### src/rtl/bus_per_pkg.sv
// Shared types, state codes and the default 8-slave address map for the
// parametrised peripheral bus switch.
package bus_per_pkg;

  localparam int DEF_N_SLAVES = 8;
  localparam int DEF_ADR_W    = 32;

  typedef logic [1:0] bus_state_t;

  localparam bus_state_t ST_IDLE = 2'd0;
  localparam bus_state_t ST_BUSY = 2'd1;
  localparam bus_state_t ST_ERR  = 2'd2;

  typedef enum logic {
    ERR_SRC_ADR = 1'b0,
    ERR_SRC_TO  = 1'b1
  } err_src_e;

  // Peripheral map: 4 KiB windows at 0x1000_0000 + i*0x1000, slave 0 in the low word
  localparam logic [DEF_N_SLAVES*DEF_ADR_W-1:0] DEF_SLV_BASE = {
    32'h1000_7000, 32'h1000_6000, 32'h1000_5000, 32'h1000_4000,
    32'h1000_3000, 32'h1000_2000, 32'h1000_1000, 32'h1000_0000
  };

  localparam logic [DEF_N_SLAVES*DEF_ADR_W-1:0] DEF_SLV_MASK = {
    32'hFFFF_F000, 32'hFFFF_F000, 32'hFFFF_F000, 32'hFFFF_F000,
    32'hFFFF_F000, 32'hFFFF_F000, 32'hFFFF_F000, 32'hFFFF_F000
  };

  function automatic int idx_width(input int n);
    return (n > 1) ? $clog2(n) : 1;
  endfunction

endpackage

### src/rtl/bus_addr_decoder_n.sv
// Combinational base/mask window decoder; lowest-index hit has priority.
module bus_addr_decoder_n
  import bus_per_pkg::*;
#(
  parameter int                          N_SLAVES = DEF_N_SLAVES,
  parameter int                          ADR_W    = DEF_ADR_W,
  parameter int                          IDX_W    = idx_width(N_SLAVES),
  parameter logic [N_SLAVES*ADR_W-1:0]   SLV_BASE = DEF_SLV_BASE,
  parameter logic [N_SLAVES*ADR_W-1:0]   SLV_MASK = DEF_SLV_MASK
) (
  input  logic [ADR_W-1:0]    adr,
  input  logic                stb,
  output logic [N_SLAVES-1:0] hit,
  output logic [N_SLAVES-1:0] onehot,
  output logic [IDX_W-1:0]    idx,
  output logic                miss
);

  always_comb begin
    hit = '0;
    for (int i = 0; i < N_SLAVES; i++) begin
      hit[i] = stb && ((adr & SLV_MASK[i*ADR_W +: ADR_W]) == SLV_BASE[i*ADR_W +: ADR_W]);
    end
  end

  assign onehot = hit & (~hit + N_SLAVES'(1));
  assign miss   = stb && !(|hit);

  always_comb begin
    idx = '0;
    for (int i = N_SLAVES - 1; i >= 0; i--) begin
      if (hit[i]) idx = IDX_W'(i);
    end
  end

endmodule

### src/rtl/bus_switch_per_n.sv
// One-master, N-slave peripheral bus switch with unmapped-address and
// ack-watchdog error termination plus faulting-address capture.
module bus_switch_per_n
  import bus_per_pkg::*;
#(
  parameter int                          N_SLAVES = DEF_N_SLAVES,
  parameter int                          ADR_W    = DEF_ADR_W,
  parameter int                          DAT_W    = 32,
  parameter int                          SEL_W    = DAT_W / 8,
  parameter logic [N_SLAVES*ADR_W-1:0]   SLV_BASE = DEF_SLV_BASE,
  parameter logic [N_SLAVES*ADR_W-1:0]   SLV_MASK = DEF_SLV_MASK,
  parameter int                          TIMEOUT  = 255,
  parameter int                          TO_W     = $clog2(TIMEOUT + 1)
) (
  input  logic                      clk_i,
  input  logic                      rst_i,
  input  logic                      master_stb_i,
  input  logic                      master_we_i,
  input  logic [ADR_W-1:0]          master_adr_i,
  input  logic [DAT_W-1:0]          master_dat_i,
  input  logic [SEL_W-1:0]          master_sel_i,
  output logic [DAT_W-1:0]          master_dat_o,
  output logic                      master_ack_o,
  output logic                      master_err_o,
  output logic                      adr_err_o,
  output logic                      to_err_o,
  output logic [ADR_W-1:0]          err_adr_o,
  input  logic [N_SLAVES*DAT_W-1:0] slave_dat_i,
  input  logic [N_SLAVES-1:0]       slave_ack_i,
  output logic [N_SLAVES-1:0]       slave_stb_o,
  output logic [N_SLAVES-1:0]       slave_cyc_o,
  output logic                      slave_we_o,
  output logic [ADR_W-1:0]          slave_adr_o,
  output logic [DAT_W-1:0]          slave_dat_o,
  output logic [SEL_W-1:0]          slave_sel_o
);

  // state   | meaning
  // IDLE    | no transfer; decode on master_stb_i
  // BUSY    | selected slave strobed, waiting for its ack, watchdog running
  // ERR     | one-cycle error termination (unmapped address or timeout)

  localparam int IDX_W = idx_width(N_SLAVES);

  bus_state_t           state;
  err_src_e             err_src;
  logic [IDX_W-1:0]     sel_idx;
  logic [N_SLAVES-1:0]  sel_oh;
  logic [ADR_W-1:0]     adr_lat;
  logic [TO_W-1:0]      wdog;

  logic [N_SLAVES-1:0]  dec_hit;
  logic [N_SLAVES-1:0]  dec_oh;
  logic [IDX_W-1:0]     dec_idx;
  logic                 dec_miss;
  logic                 dec_any;
  logic                 sel_ack;
  logic                 busy;
  logic                 in_err;
  logic [DAT_W-1:0]     dat_sel;

  bus_addr_decoder_n #(
    .N_SLAVES (N_SLAVES),
    .ADR_W    (ADR_W),
    .IDX_W    (IDX_W),
    .SLV_BASE (SLV_BASE),
    .SLV_MASK (SLV_MASK)
  ) u_dec (
    .adr    (master_adr_i),
    .stb    (master_stb_i),
    .hit    (dec_hit),
    .onehot (dec_oh),
    .idx    (dec_idx),
    .miss   (dec_miss)
  );

  assign dec_any = |dec_hit;
  assign busy    = (state == ST_BUSY);
  assign in_err  = (state == ST_ERR);
  assign sel_ack = |(slave_ack_i & sel_oh);

  always_comb begin
    dat_sel = '0;
    for (int i = 0; i < N_SLAVES; i++) begin
      if (sel_idx == IDX_W'(i)) dat_sel = slave_dat_i[i*DAT_W +: DAT_W];
    end
  end

  always_ff @(posedge clk_i) begin
    if (!rst_i) begin
      state     <= ST_IDLE;
      err_src   <= ERR_SRC_ADR;
      sel_idx   <= '0;
      sel_oh    <= '0;
      adr_lat   <= '0;
      wdog      <= '0;
      err_adr_o <= '0;
    end else begin
      case (state)
        ST_IDLE: begin
          if (dec_miss) begin
            err_adr_o <= master_adr_i;
            err_src   <= ERR_SRC_ADR;
            state     <= ST_ERR;
          end else if (dec_any) begin
            sel_idx <= dec_idx;
            sel_oh  <= dec_oh;
            adr_lat <= master_adr_i;
            wdog    <= '0;
            state   <= ST_BUSY;
          end
        end
        ST_BUSY: begin
          // an ack in the terminal watchdog cycle still completes normally
          if (!master_stb_i || sel_ack) begin
            state <= ST_IDLE;
          end else if (wdog == TO_W'(TIMEOUT - 1)) begin
            err_adr_o <= adr_lat;
            err_src   <= ERR_SRC_TO;
            state     <= ST_ERR;
          end else if (wdog != TO_W'(TIMEOUT)) begin
            wdog <= wdog + TO_W'(1);
          end
        end
        default: state <= ST_IDLE;
      endcase
    end
  end

  assign slave_stb_o  = (busy && master_stb_i) ? sel_oh : '0;
  assign slave_cyc_o  = slave_stb_o;
  assign master_ack_o = busy && master_stb_i && sel_ack;
  assign master_dat_o = busy ? dat_sel : '0;
  assign master_err_o = in_err;
  assign adr_err_o    = in_err && (err_src == ERR_SRC_ADR);
  assign to_err_o     = in_err && (err_src == ERR_SRC_TO);

  assign slave_we_o  = master_we_i;
  assign slave_adr_o = master_adr_i;
  assign slave_dat_o = master_dat_i;
  assign slave_sel_o = master_sel_i;

endmodule

### config.mk
export PLATFORM = sky130hd
export DESIGN_NAME = bus_switch_per_n
export DESIGN_NICKNAME = d
export VERILOG_FILES = /design/src/rtl/bus_per_pkg.sv /design/src/rtl/bus_addr_decoder_n.sv /design/src/rtl/bus_switch_per_n.sv
export SDC_FILE = /design/constraint.sdc
export NUM_CORES = 1
export LEC_CHECK = 0
export BUFFER_PORTS_ARGS = -buffer_cell sky130_fd_sc_hd__buf_2
export CAP_MARGIN = 0
export CORE_AREA = 3 3 187 189
export CTS_CLUSTER_SIZE = 10
export DETAILED_ROUTE_END_ITERATION = 8
export DIE_AREA = 0 0 190 192
export REMOVE_ABC_BUFFERS = 1
export SLEW_MARGIN = 10
export SYNTH_ARGS = -nofsm -noshare
export SYNTH_HDL_FRONTEND = slang
export SYNTH_HIERARCHICAL = 1
export SYNTH_SLANG_ARGS = --single-unit
### constraint.sdc
create_clock -name clk_i -period 2.2 [get_ports clk_i]
set_input_delay 0.22 -clock clk_i [delete_from_list [all_inputs] [get_ports clk_i]]
set_output_delay 0.22 -clock clk_i [all_outputs]
set_load 0.1 [all_outputs]
Yosys cells after proc, flatten, opt, wreduce, memory -nomap -nowiden
Cells that the tools add are included.

Output and inout port bits: 153. Register bits after elaboration: 86. Input port bits: 336.

Bitwise operators: 5. Add/subtract/negate cells: 2. Equality and inequality tests: 28. Muxes and demuxes: 37. Reduce and logical (&&, ||, !) cells: 25.

Operator list (number): $mux 32 (12); $eq 20x17->1 const B (8); $pmux 32 s2 (1); $mux 8 (6); $mux 3 (8); $add 8x1->8 const B (2); $and 8x8->8 (2); $pmux 8 s2 (1); $reduce_or 8->1 (2); $logic_and 1x1->1 (13); $eq 3x3->1 const B (4); $ne 2x2->1 const B (5); $eq 8x8->1 const B (1); $mux 2 (4); $ne 8x8->1 const B (1); $not 8->8 (1); $eq 3x2->1 const B (2); $reduce_and 6->1 (1); $ne 2x1->1 const B (2); $pmux 2 s2 (1); $reduce_and 4->1 (1); $eq 3x1->1 const B (1); $logic_not 3->1 (1); $mux 1 (3); other kinds (12) (14).

Logic depth before layout (Yosys ltp)
Gate-level depths: netlist of run 1.

Word-level depth: 10. Depth in mapped cells: 9.

Cells and area by module
The synthesis of run 1 kept the hierarchy.

Modules (own cells, without submodules): bus_switch_per_n (sequential area each 1721.7 sq um, cells an instance 922, times used 1, area each 6925.4 sq um); bus_addr_decoder_n (sequential area each 0.0 sq um, cells an instance 36, times used 1, area each 252.7 sq um).

Worst setup path after synthesis of run 1
OpenSTA, ideal clock, no wires.

Path kind: flip-flop to output port. Start: reg sel_idx[1]. End: out master_dat_o[13]. Data arrival time: 3.553 ns. Stages on the path, launching flop included: 7. Path slack: -1.573 ns. Cell sequence: dfxtp_1 > clkbuf_1 > buf_2 > buf_1 > mux4_2 > nor2_1 > a211oi_1.

Longest elaborated chain between the ends: 10. Elaborated cells on any way between the ends: 17. Classes of those cells: eq/ne (7); mux (9); reduce/logical (1).

Ends and longest elaborated chain: from (decl) (RTL line bus_switch_per_n.sv:47) `logic [IDX_W-1:0] sel_idx;`; from (signal assigned) (RTL line bus_switch_per_n.sv:106) `sel_idx <= dec_idx;`; $logic_not 3->1 (RTL line bus_switch_per_n.sv:85) `if (sel_idx == IDX_W'(i)) dat_sel = slave_dat_i[i*DAT_W +: DAT_W];`; $mux 32 (7 in a row) (RTL line bus_switch_per_n.sv:85); $mux 32 (*) (RTL line bus_switch_per_n.sv:85); $mux 32 (*) (RTL line bus_switch_per_n.sv:133) `assign master_dat_o = busy ? dat_sel : '0;`; to (decl) (RTL line bus_switch_per_n.sv:22) `output logic [DAT_W-1:0] master_dat_o,`.

Mark *: on every way between the ends. The rest lies on a longest branch, timed or not.

Worst setup path after layout of run 1
Start: reg sel_idx[1]. End: out master_dat_o[6].

The elaborated chain is that of the path after synthesis.

==> results of run 1 <==
==> layout make-up <==
class                           count  area (µm²)
Antenna cell                        3        7.51
Fill cell                        3567       22000
Sequential cell                    86        1730
Timing Repair Buffer              516        3860
Inverter                            7        26.3
Multi-Input combinational cell    704        4900
Clock inverter                      4        51.3
Clock buffer                       12         268
Tap cell                          448         561
==> report_power, final <==
part           leakage [nW]  switching [mW]  internal (mW)
Combinational          3.93           0.933          0.435
Clock                 0.154           0.642          0.983
Sequential            0.703          0.0231           1.60
Total                  4.79            1.60           3.02
==> tightest hold or removal path, stage by stage <==
cell      delay (ps)
buf_2            110
nand2_1           50
a21boi_1          60
==> registers in the layout, summed over array words and instances (netlist names) <==
register and count:
sel_idx 3, wdog 8, adr_lat 32, sel_oh 8, state 2, err_src 1
err_adr_o 32
==> worst min path at each step <==
stage                                   end  slack [ps]  cells past startpoint
CTS                 adr_lat[8]$_SDFFE_PN0P_         140                      3
finish              adr_lat[4]$_SDFFE_PN0P_         150                      3
floorplan             state[0]$_SDFFE_PN0P_         340                      1
global route        adr_lat[4]$_SDFFE_PN0P_         150                      3
detailed placement          slave_dat_o[10]         440                      0
global placement            slave_dat_o[10]         440                      0
==> through the flow <==
step	instance area [µm²]	util, %	setup WS [ps]
2_1_floorplan	6240	-	-2940
5_1_grt	11400	34.1	-107
4_1_cts	10700	31.9	-90.2
3_3_place_gp	10000	30.0	-271
3_5_place_dp	10000	30.0	-417
6_report	11400	34.1	-25.6
==> cell families after synthesis <==
family,Yosys count,synth area share [%]
AO/OA/AOI/OAI,330,28.8
multiplexers,97,15.3
flip-flops,86,24.0
AND/OR/NAND/NOR,275,18.1
adder cells (fa/ha/maj),2,0.349
buffers and inverters,168,13.4
==> cell usage in the layout (no fill, tap or decap), types with 7 or more instances in the layout <==
cell type	count
a21oi_2	19
buf_12	45
a22oi_1	14
nand2_2	11
buf_4	58
nand2_1	134
dfxtp_1	82
nand3_1	33
mux2_2	19
clkbuf_16	18
a21oi_1	38
mux2_4	13
mux2i_1	58
nor2_1	43
o21ai_0	110
inv_1	7
a22oi_2	15
buf_6	32
and3_1	8
a21boi_1	12
o211a_1	32
buf_2	364
o21ai_1	27
mux4_2	7
a21boi_0	30
==> timing repair <==
| item | CTS | global route |
|---|---|---|
| gates resized for setup | 78 | 137 |
| cloned | 0 | 10 |
| setup endpoints to repair | 65 | 105 |
| buffers inserted | 5 | 15 |
| pin swaps | 12 | 34 |
==> per-layer routing <==
layer | vias to the layer above | GRT usage, %
met3 | 61 | 5.82
li1 | 4094 | -
met5 | - | 2.61
met4 | 6 | 5.52
met2 | 422 | 28.5
met1 | 4095 | 23.2
==> results_dict.tcl, run 1 <==
set metrics [dict create \
    synth_flop_cell "dfxtp_1" \
    cts_root_buffer "clkbuf_16" \
    grt_pass1_wl_um 50500 \
    ys_top_cells_by_count "nand2_1 (144), o21ai_0 (140), dfxtp_1 (86)" \
    cts_made_buffers 9 \
    htreeDepth 3 \
    syn_to_final_growth_pct 58.9 \
    die_x_um 190 \
    crit_cells 8 \
    synth-seq-area-share_pct 24.0 \
    synth_top_area_cell "dfxtp_1" \
    drt-met1-wl_um 15400 \
    finalNonFillerCells 1780 \
    slew_headroom_pct 58.9 \
    place_inst 1731 \
    end_kind "output pin" \
    crit_fanout 9 \
    gr-total-overflow 0 \
    outcome "finished, violations left" \
    reg2reg_from "wdog[3]$_SDFFE_PN0P_" \
    vias_per_cell 4.88 \
    worstHoldStart "master_adr_i[4]" \
    dpl.hpwl_um 28000 \
    timing.rr.end "err_adr_o[16]$_SDFFE_PN0P_" \
    power_density_nw_per_um2 405 \
    grt_pass1_vias 8331 \
    clk_pin_slew_ps 70 \
    ys_seq_elements 86 \
    clock-sinks 86 \
    antenna_left 0 \
    wirelength_um 36800 \
    yosysWarnings 6 \
    rows 67 \
    hold_buffers 0 \
    peakVddDrop_v 0.000497 \
    drive_gt1_share_pct 49.4 \
    nets 1662 \
    max_stage_delay_ps 370 \
    synth_area_leaders "dfxtp_1 (24%), o21ai_0 (9.8%), buf_4 (8.3%), mux2i_1 (8.1%), nand2_1 (7.5%)" \
    crit_required_ps 1980 \
    final-setup-viol-count 3 \
    yosysMostFrequentCell "nand2_1" \
    wl_met3_um 3280 \
    gp_congestion 0.880 \
    detail_route.iter0.violations 328 \
    drc 0 \
    violations "setup timing" \
    fin_total_pwr_mw 4.62 \
    slowest_stage "dfxtp_4" \
    p_leak_nw 4.79 \
    cp_cell_sequence "buf_4 > buf_6 > mux2_2 > a22oi_1 > nor2_1 > a21oi_1 > a21oi_2 > buf_12" \
    startpoint_type "flop" \
    syn_avg_cell_area_um2 7.49 \
    wl_met2_um 16900 \
    synth-edff-count 0 \
    io_pins 489 \
    reg2reg_depth 7 \
    rrSetupSlack_ps 190 \
    yosysTopAreaCellShare_pct 24.0 \
    crit_start "sel_idx[1]$_SDFFE_PN0P_" \
    path_delay_family "buffers and inverters" \
    maxSlewViolCount 0 \
    grt_setup_unrepaired "yes" \
    crit_type "flop to output pin" \
    syn_inst 958 \
    cts_buffer_depth 2 \
    fin_skew_ps 9.08 \
    die_h_um 192 \
    report.final.hold_viol_count 0 \
    endpoint "master_dat_o[6]" \
    worstPathArrival_ps 2010 \
    start_util_pct 21.5 \
    gr-usage-all-layers_pct 18.0 \
    antenna_found_initial 5 \
    io_buffer_count 414 \
    hp-class "input port to flop" \
    wl_per_cell_um 20.7 \
    cap_violations 0 \
    cts_tree "yes" \
    routed.top_layer "met5" \
    period_share_pct 101 \
    core_area_um2 33400 \
    whs_ps 147 \
    timing.fmax_mhz 449 \
    routed-via-count 8678 \
    syn-cell-area_um2 7180 \
    fin_setup_tns_ps -46.4 \
    tightest_slew_ps 616 \
    finalCriticalPeriod_ps 2230 \
    dr.pass1.iters 4 \
    setup_ws_ps -25.6 \
    grt_max_degree 41 \
    synthDistinctLibCells 51 \
    dieArea_um2 36500 \
    critical_path_buf_inv_count 3 \
    clkLatencyLatePin_ps 340 \
    synth-async-reset-ratio_pct 0 \
]
(Power assumes the default switching activity.)
==> run 2: changes to the inputs <==
==> constraint.sdc (replaced) <==
create_clock -name clk_i -period 2.2 [get_ports clk_i]
set_input_delay 0.44 -clock clk_i [delete_from_list [all_inputs] [get_ports clk_i]]
set_output_delay 0.44 -clock clk_i [all_outputs]
set_load 0.1 [all_outputs]
==> run 2 against run 1 <==
Effect of this change:
- sequential share of layout area is 1.1 points lower
- utilization is 2.6 points higher
- the run still ends with setup timing left
- critical path type is now input port to flop
- clock power hardly changed
- register-to-register slack worse by 50 ps
- cell area is 7.6% higher
- final cell count is 1.0% higher
- sequential cell count stayed put
- largest cell class unchanged
- power is 0.22% higher
==> results_dict.tcl, run 2 (synthesis results as in run 1) <==
set metrics [dict create \
    maxSlewViolCount 0 \
    reg.largest.list "adr_lat (32), err_adr_o (32)" \
    setup_ws_ps -249 \
    fin_total_pwr_mw 4.63 \
    rows 67 \
    die_h_um 192 \
    timing.fmax_mhz 408 \
    gp_congestion 0.883 \
    worstPathArrival_ps 2680 \
    cts_root_buffer "clkbuf_16" \
    core_area_um2 33400 \
    io_buffer_count 414 \
    wl_per_cell_um 21.6 \
    start_util_pct 21.5 \
    grt_setup_unrepaired "yes" \
    fin_skew_ps 8.22 \
    rrSetupSlack_ps 140 \
    gr-usage-all-layers_pct 19.6 \
    gr-total-overflow 0 \
    finalCriticalPeriod_ps 2450 \
    htreeDepth 3 \
    clock-sinks 86 \
    final-setup-viol-count 83 \
    reg2reg_from "wdog[3]$_SDFFE_PN0P_" \
    final_cell_mix "buf_2 (360), o21ai_0 (107), nand2_1 (86)" \
    dpl.hpwl_um 28400 \
    cts_buffer_depth 2 \
    wirelength_um 38700 \
    final_common_cell "buf_2" \
    end_kind "flop" \
    fin_setup_tns_ps -13300 \
    startpoint_type "input port" \
    tightest_slew_ps 638 \
    power_density_nw_per_um2 377 \
    peakVddDrop_v 0.000447 \
    p_leak_nw 5.10 \
    outcome "finished, violations left" \
    detail_route.iter0.violations 267 \
    post-route-util_pct 36.7 \
    hp-class "input port to flop" \
    whs_ps 359 \
    crit_start "master_adr_i[27]" \
    dr.pass1.iters 5 \
    nets 1677 \
    io_pins 489 \
    period_share_pct 111 \
    whs_path_depth 3 \
    report.final.hold_viol_count 0 \
    cts_made_buffers 9 \
    drc 0 \
    finalNonFillerCells 1798 \
    place_inst 1740 \
    grt_max_degree 45 \
    cap_violations 0 \
    grt_pass1_wl_um 54600 \
    crit_required_ps 2430 \
    drive_gt1_share_pct 56.4 \
    vias_per_cell 4.97 \
    antenna_found_initial 6 \
    die_x_um 190 \
    crit_fanout 6 \
    violations "setup timing" \
    clk_pin_slew_ps 70 \
    grt_pass1_vias 8892 \
    routed-via-count 8941 \
    worstHoldStart "master_adr_i[1]" \
    cts_tree "yes" \
    clkLatencyLatePin_ps 340 \
    dieArea_um2 36500 \
    slew_headroom_pct 57.4 \
    antenna_left 0 \
    reg2reg_depth 7 \
    crit_type "input port to flop" \
    hold_buffers 0 \
    syn_to_final_growth_pct 70.9 \
]
-- run 2: power breakdown --
part / internal [mW] / switching [mW] / total (mW)
clock: 0.899 / 0.697 / 1.60
sequential: 1.60 / 0.0250 / 1.62
combinational: 0.457 / 0.948 / 1.40
-- run 2: final timing paths --
kind / to
max: wdog[1]$_SDFFE_PN0P_
min: adr_lat[1]$_SDFFE_PN0P_
max reg2reg: err_adr_o[2]$_SDFFE_PN0P_
min reg2reg: adr_lat[25]$_SDFFE_PN0P_
-- run 2: layout make-up --
type,instances,area [µm²]
timing repair buffer,531,4230
fill,3384,21200
tap,448,561
clock inverter,7,80.1
antenna,6,15.0
clock buffer,9,225
inverter,7,26.3
sequential,86,1730
multi-input combinational,704,5400
-- run 2: stage by stage --
step | worst slack (ps) | cell area [µm²]
4_1_cts | -229 | 11700
3_5_place_dp | -574 | 10200
3_3_place_gp | -378 | 10200
6_report | -249 | 12300
5_1_grt | -331 | 12300
2_1_floorplan | -3160 | 6240
-- run 2: layer usage --
layer | vias up | GRT usage, % | part of all wire, %
met5 | - | 2.61 | 0.37
met4 | 4 | 5.94 | 2.3
met3 | 52 | 6.32 | 9.5
met2 | 459 | 32.2 | 48
met1 | 4275 | 24.3 | 40
li1 | 4151 | - | -
-- run 2: critical path: stages --
cell	delay [ps]
buf_8	100
nor4b_4	360
buf_4	200
nand4_4	140
nor4_4	360
nor4_4	90
a2111o_1	440
buf_8	190
and2_4	170
o211ai_1	80
o31ai_1	100
-- run 2: repair_timing --
action | 4_1_cts | 5_1_grt
pin swaps | 93 | 47
resized for setup | 248 | 146
cloned | 16 | 2
endpoints found under the setup margin | 85 | 116
setup buffers | 21 | 3
==> run 3: changes to the inputs <==
==> constraint.sdc (replaced) <==
create_clock -name clk_i -period 2.2 [get_ports clk_i]
set_input_delay 0.11 -clock clk_i [delete_from_list [all_inputs] [get_ports clk_i]]
set_output_delay 0.11 -clock clk_i [all_outputs]
set_load 0.1 [all_outputs]
==> run 3 against run 2 <==
Effect of this change:
- the flow now finishes without violations
- count of clock-buffer cells in the layout grew 1
- clock power shrank 4%
- critical path depth fell by 4
- first-iteration DRC count up 25%
- power fell by 3.1%
- cell area is 13% lower
- via count decreased by 4.5%
- final cell count fell by 2.2%
- sequential power hardly changed
- sequential cell count did not move
- clock skew grew 2.5 ps
- global-route usage decreased by 1.6 points
- largest power group unchanged
==> results_dict.tcl, run 3 (synthesis results as in run 1) <==
set metrics [dict create \
    final_common_cell "buf_2" \
    hp-class "input port to flop" \
    cts_made_buffers 9 \
    vias_per_cell 4.86 \
    grt_max_degree 43 \
    io_buffer_count 414 \
    place_inst 1730 \
    slew_headroom_pct 57.0 \
    routed.top_layer "met5" \
    start_util_pct 21.5 \
    drt-met1-wl_um 15100 \
    wl_met3_um 3360 \
    outcome "complete, no violations" \
    cts_root_buffer "clkbuf_16" \
    core_area_um2 33400 \
    wl_per_cell_um 20.2 \
    dieArea_um2 36500 \
    rows 67 \
    timing.rr.end "err_adr_o[11]$_SDFFE_PN0P_" \
    clkLatencyLatePin_ps 340 \
    die_x_um 190 \
    power_frac_clock_pct 34.4 \
    tightest_slew_ps 644 \
    intPower_mw 2.90 \
    seqPwrFrac_pct 36.2 \
    post-route-util_pct 31.8 \
    cts_tree "yes" \
    rrSetupSlack_ps 190 \
    timing.fmax_mhz 469 \
    antenna_left 0 \
    crit_fanout 21 \
    hold_buffers 0 \
    syn_to_final_growth_pct 48.2 \
    cts_buffer_depth 2 \
    gp_congestion 0.904 \
    finalNonFillerCells 1759 \
    finalCriticalPeriod_ps 2130 \
    period_share_pct 96.9 \
    p_sw_mw 1.58 \
    peakVddDrop_v 0.000464 \
    comb_power_share_pct 29.4 \
    io_pins 489 \
    maxSlewViolCount 0 \
    die_h_um 192 \
    reg.largest.list "adr_lat (32), err_adr_o (32)" \
    wirelength_um 35500 \
    switching_share_pct 35.3 \
    setup_ws_ps 69.0 \
    detail_route.iter0.violations 334 \
    dpl.hpwl_um 28200 \
    worstPathArrival_ps 2020 \
    antenna_found_initial 6 \
    gr-usage-all-layers_pct 18.0 \
    drc 0 \
    clk_pin_slew_ps 70 \
    reg2reg_depth 7 \
    grt_pass1_wl_um 50500 \
    power_density_nw_per_um2 422 \
    htreeDepth 3 \
    startpoint_type "flop" \
    worstHoldStart "master_adr_i[7]" \
    final_cell_mix "buf_2 (363), nand2_1 (144), o21ai_0 (138)" \
    wl_met2_um 16200 \
    grt_setup_unrepaired "yes" \
    fin_skew_ps 10.7 \
    final-setup-viol-count 0 \
    cap_violations 0 \
    whs_path_depth 3 \
    grt_pass1_vias 8447 \
    crit_type "flop to output pin" \
    drive_gt1_share_pct 44.2 \
    min_to "adr_lat[7]$_SDFFE_PN0P_" \
    report.final.hold_viol_count 0 \
    routed-via-count 8541 \
    dr.pass1.iters 4 \
    reg2reg_from "wdog[3]$_SDFFE_PN0P_" \
    crit_required_ps 2090 \
    end_kind "output pin" \
    p_leak_nw 4.49 \
    clock-sinks 86 \
    gr-total-overflow 0 \
    place_ws_ps -135 \
    nets 1639 \
]
[run 3: changes by cell type in the layout (fill, tap and decap cells not counted), moves of 19 or more]
cell | previous run | this run
a21boi_0 | 0 | 43
a21boi_1 | 21 | 0
a21boi_2 | 22 | 0
buf_6 | 41 | 18
nand2_1 | 86 | 144
nand2_2 | 20 | 1
nand2_4 | 38 | 0
o21ai_0 | 107 | 138
o21ai_1 | 24 | 2
[run 3: cell type report]
type / instances / area [µm²]
Sequential cell: 86 / 1730
Clock inverter: 6 / 70.1
Tap cell: 448 / 561
Inverter: 7 / 26.3
Multi-Input combinational cell: 704 / 4570
Fill cell: 3572 / 22800
Timing Repair Buffer: 493 / 3430
Clock buffer: 10 / 229
Antenna cell: 5 / 12.5
[run 3: what timing repair did]
action | CTS | global route
resized for setup | 29 | 40
hold endpoints to repair | 0 | 0
endpoints found under the setup margin | 29 | 31
setup buffers | 3 | 2
cloned | 1 | 2
pin swaps | 0 | 2
[run 3: power by group through the flow]
stage	Clock (mW)	Combinational (mW)	Sequential (mW)
after detailed placement	0	1.31	1.66
final	1.54	1.32	1.62
after global placement	0	1.30	1.66
after global routing	1.63	1.40	1.63
after floorplan	0	0.229	1.99
after CTS	1.57	1.32	1.62
[run 3: metrics by stage]
step | hold slack (ps) | total power [mW] | setup TNS [ps] | instance area, µm²
final | 34.6 | 4.48 | 0 | 10600
after detailed placement | 221 | 2.97 | -4370 | 9970
after CTS | 24.8 | 4.51 | -0.309 | 10400
after floorplan | 220 | 2.22 | -230470 | 6240
after global placement | 221 | 2.96 | -2100 | 9970
after global routing | 47.8 | 4.65 | -137 | 10600
[run 3: layer usage]
layer  track usage (%)  vias to the layer above
met1              22.9                     4022
met3              5.95                       44
met4              4.81                        4
met2              29.1                      421
li1                  -                     4050
met5              2.61                        -
[run 3: worst max path at each step]
stage / depth (start not counted) / to / slack (ps) / from
floorplan: 2 / master_dat_o[13] / -2830 / sel_idx[2]$_SDFFE_PN0P_
global placement: 10 / sel_idx[0]$_SDFFE_PN0P_ / -70 / master_adr_i[24]
detailed placement: 10 / sel_oh[3]$_SDFFE_PN0P_ / -140 / master_adr_i[17]
CTS: 8 / master_dat_o[7] / -0.3 / sel_idx[1]$_SDFFE_PN0P_
global route: 8 / master_dat_o[18] / -30 / sel_idx[1]$_SDFFE_PN0P_
finish: 7 / master_dat_o[27] / 70 / sel_idx[1]$_SDFFE_PN0P_
[run 3: critical path: stages, from the launching register on]
cell and delay (ps):
dfxtp_4 350, buf_12 140, buf_4 130, bufbuf_16 280, mux4_2 210, nor2_1 50, a211oi_2 230, clkbuf_8 280
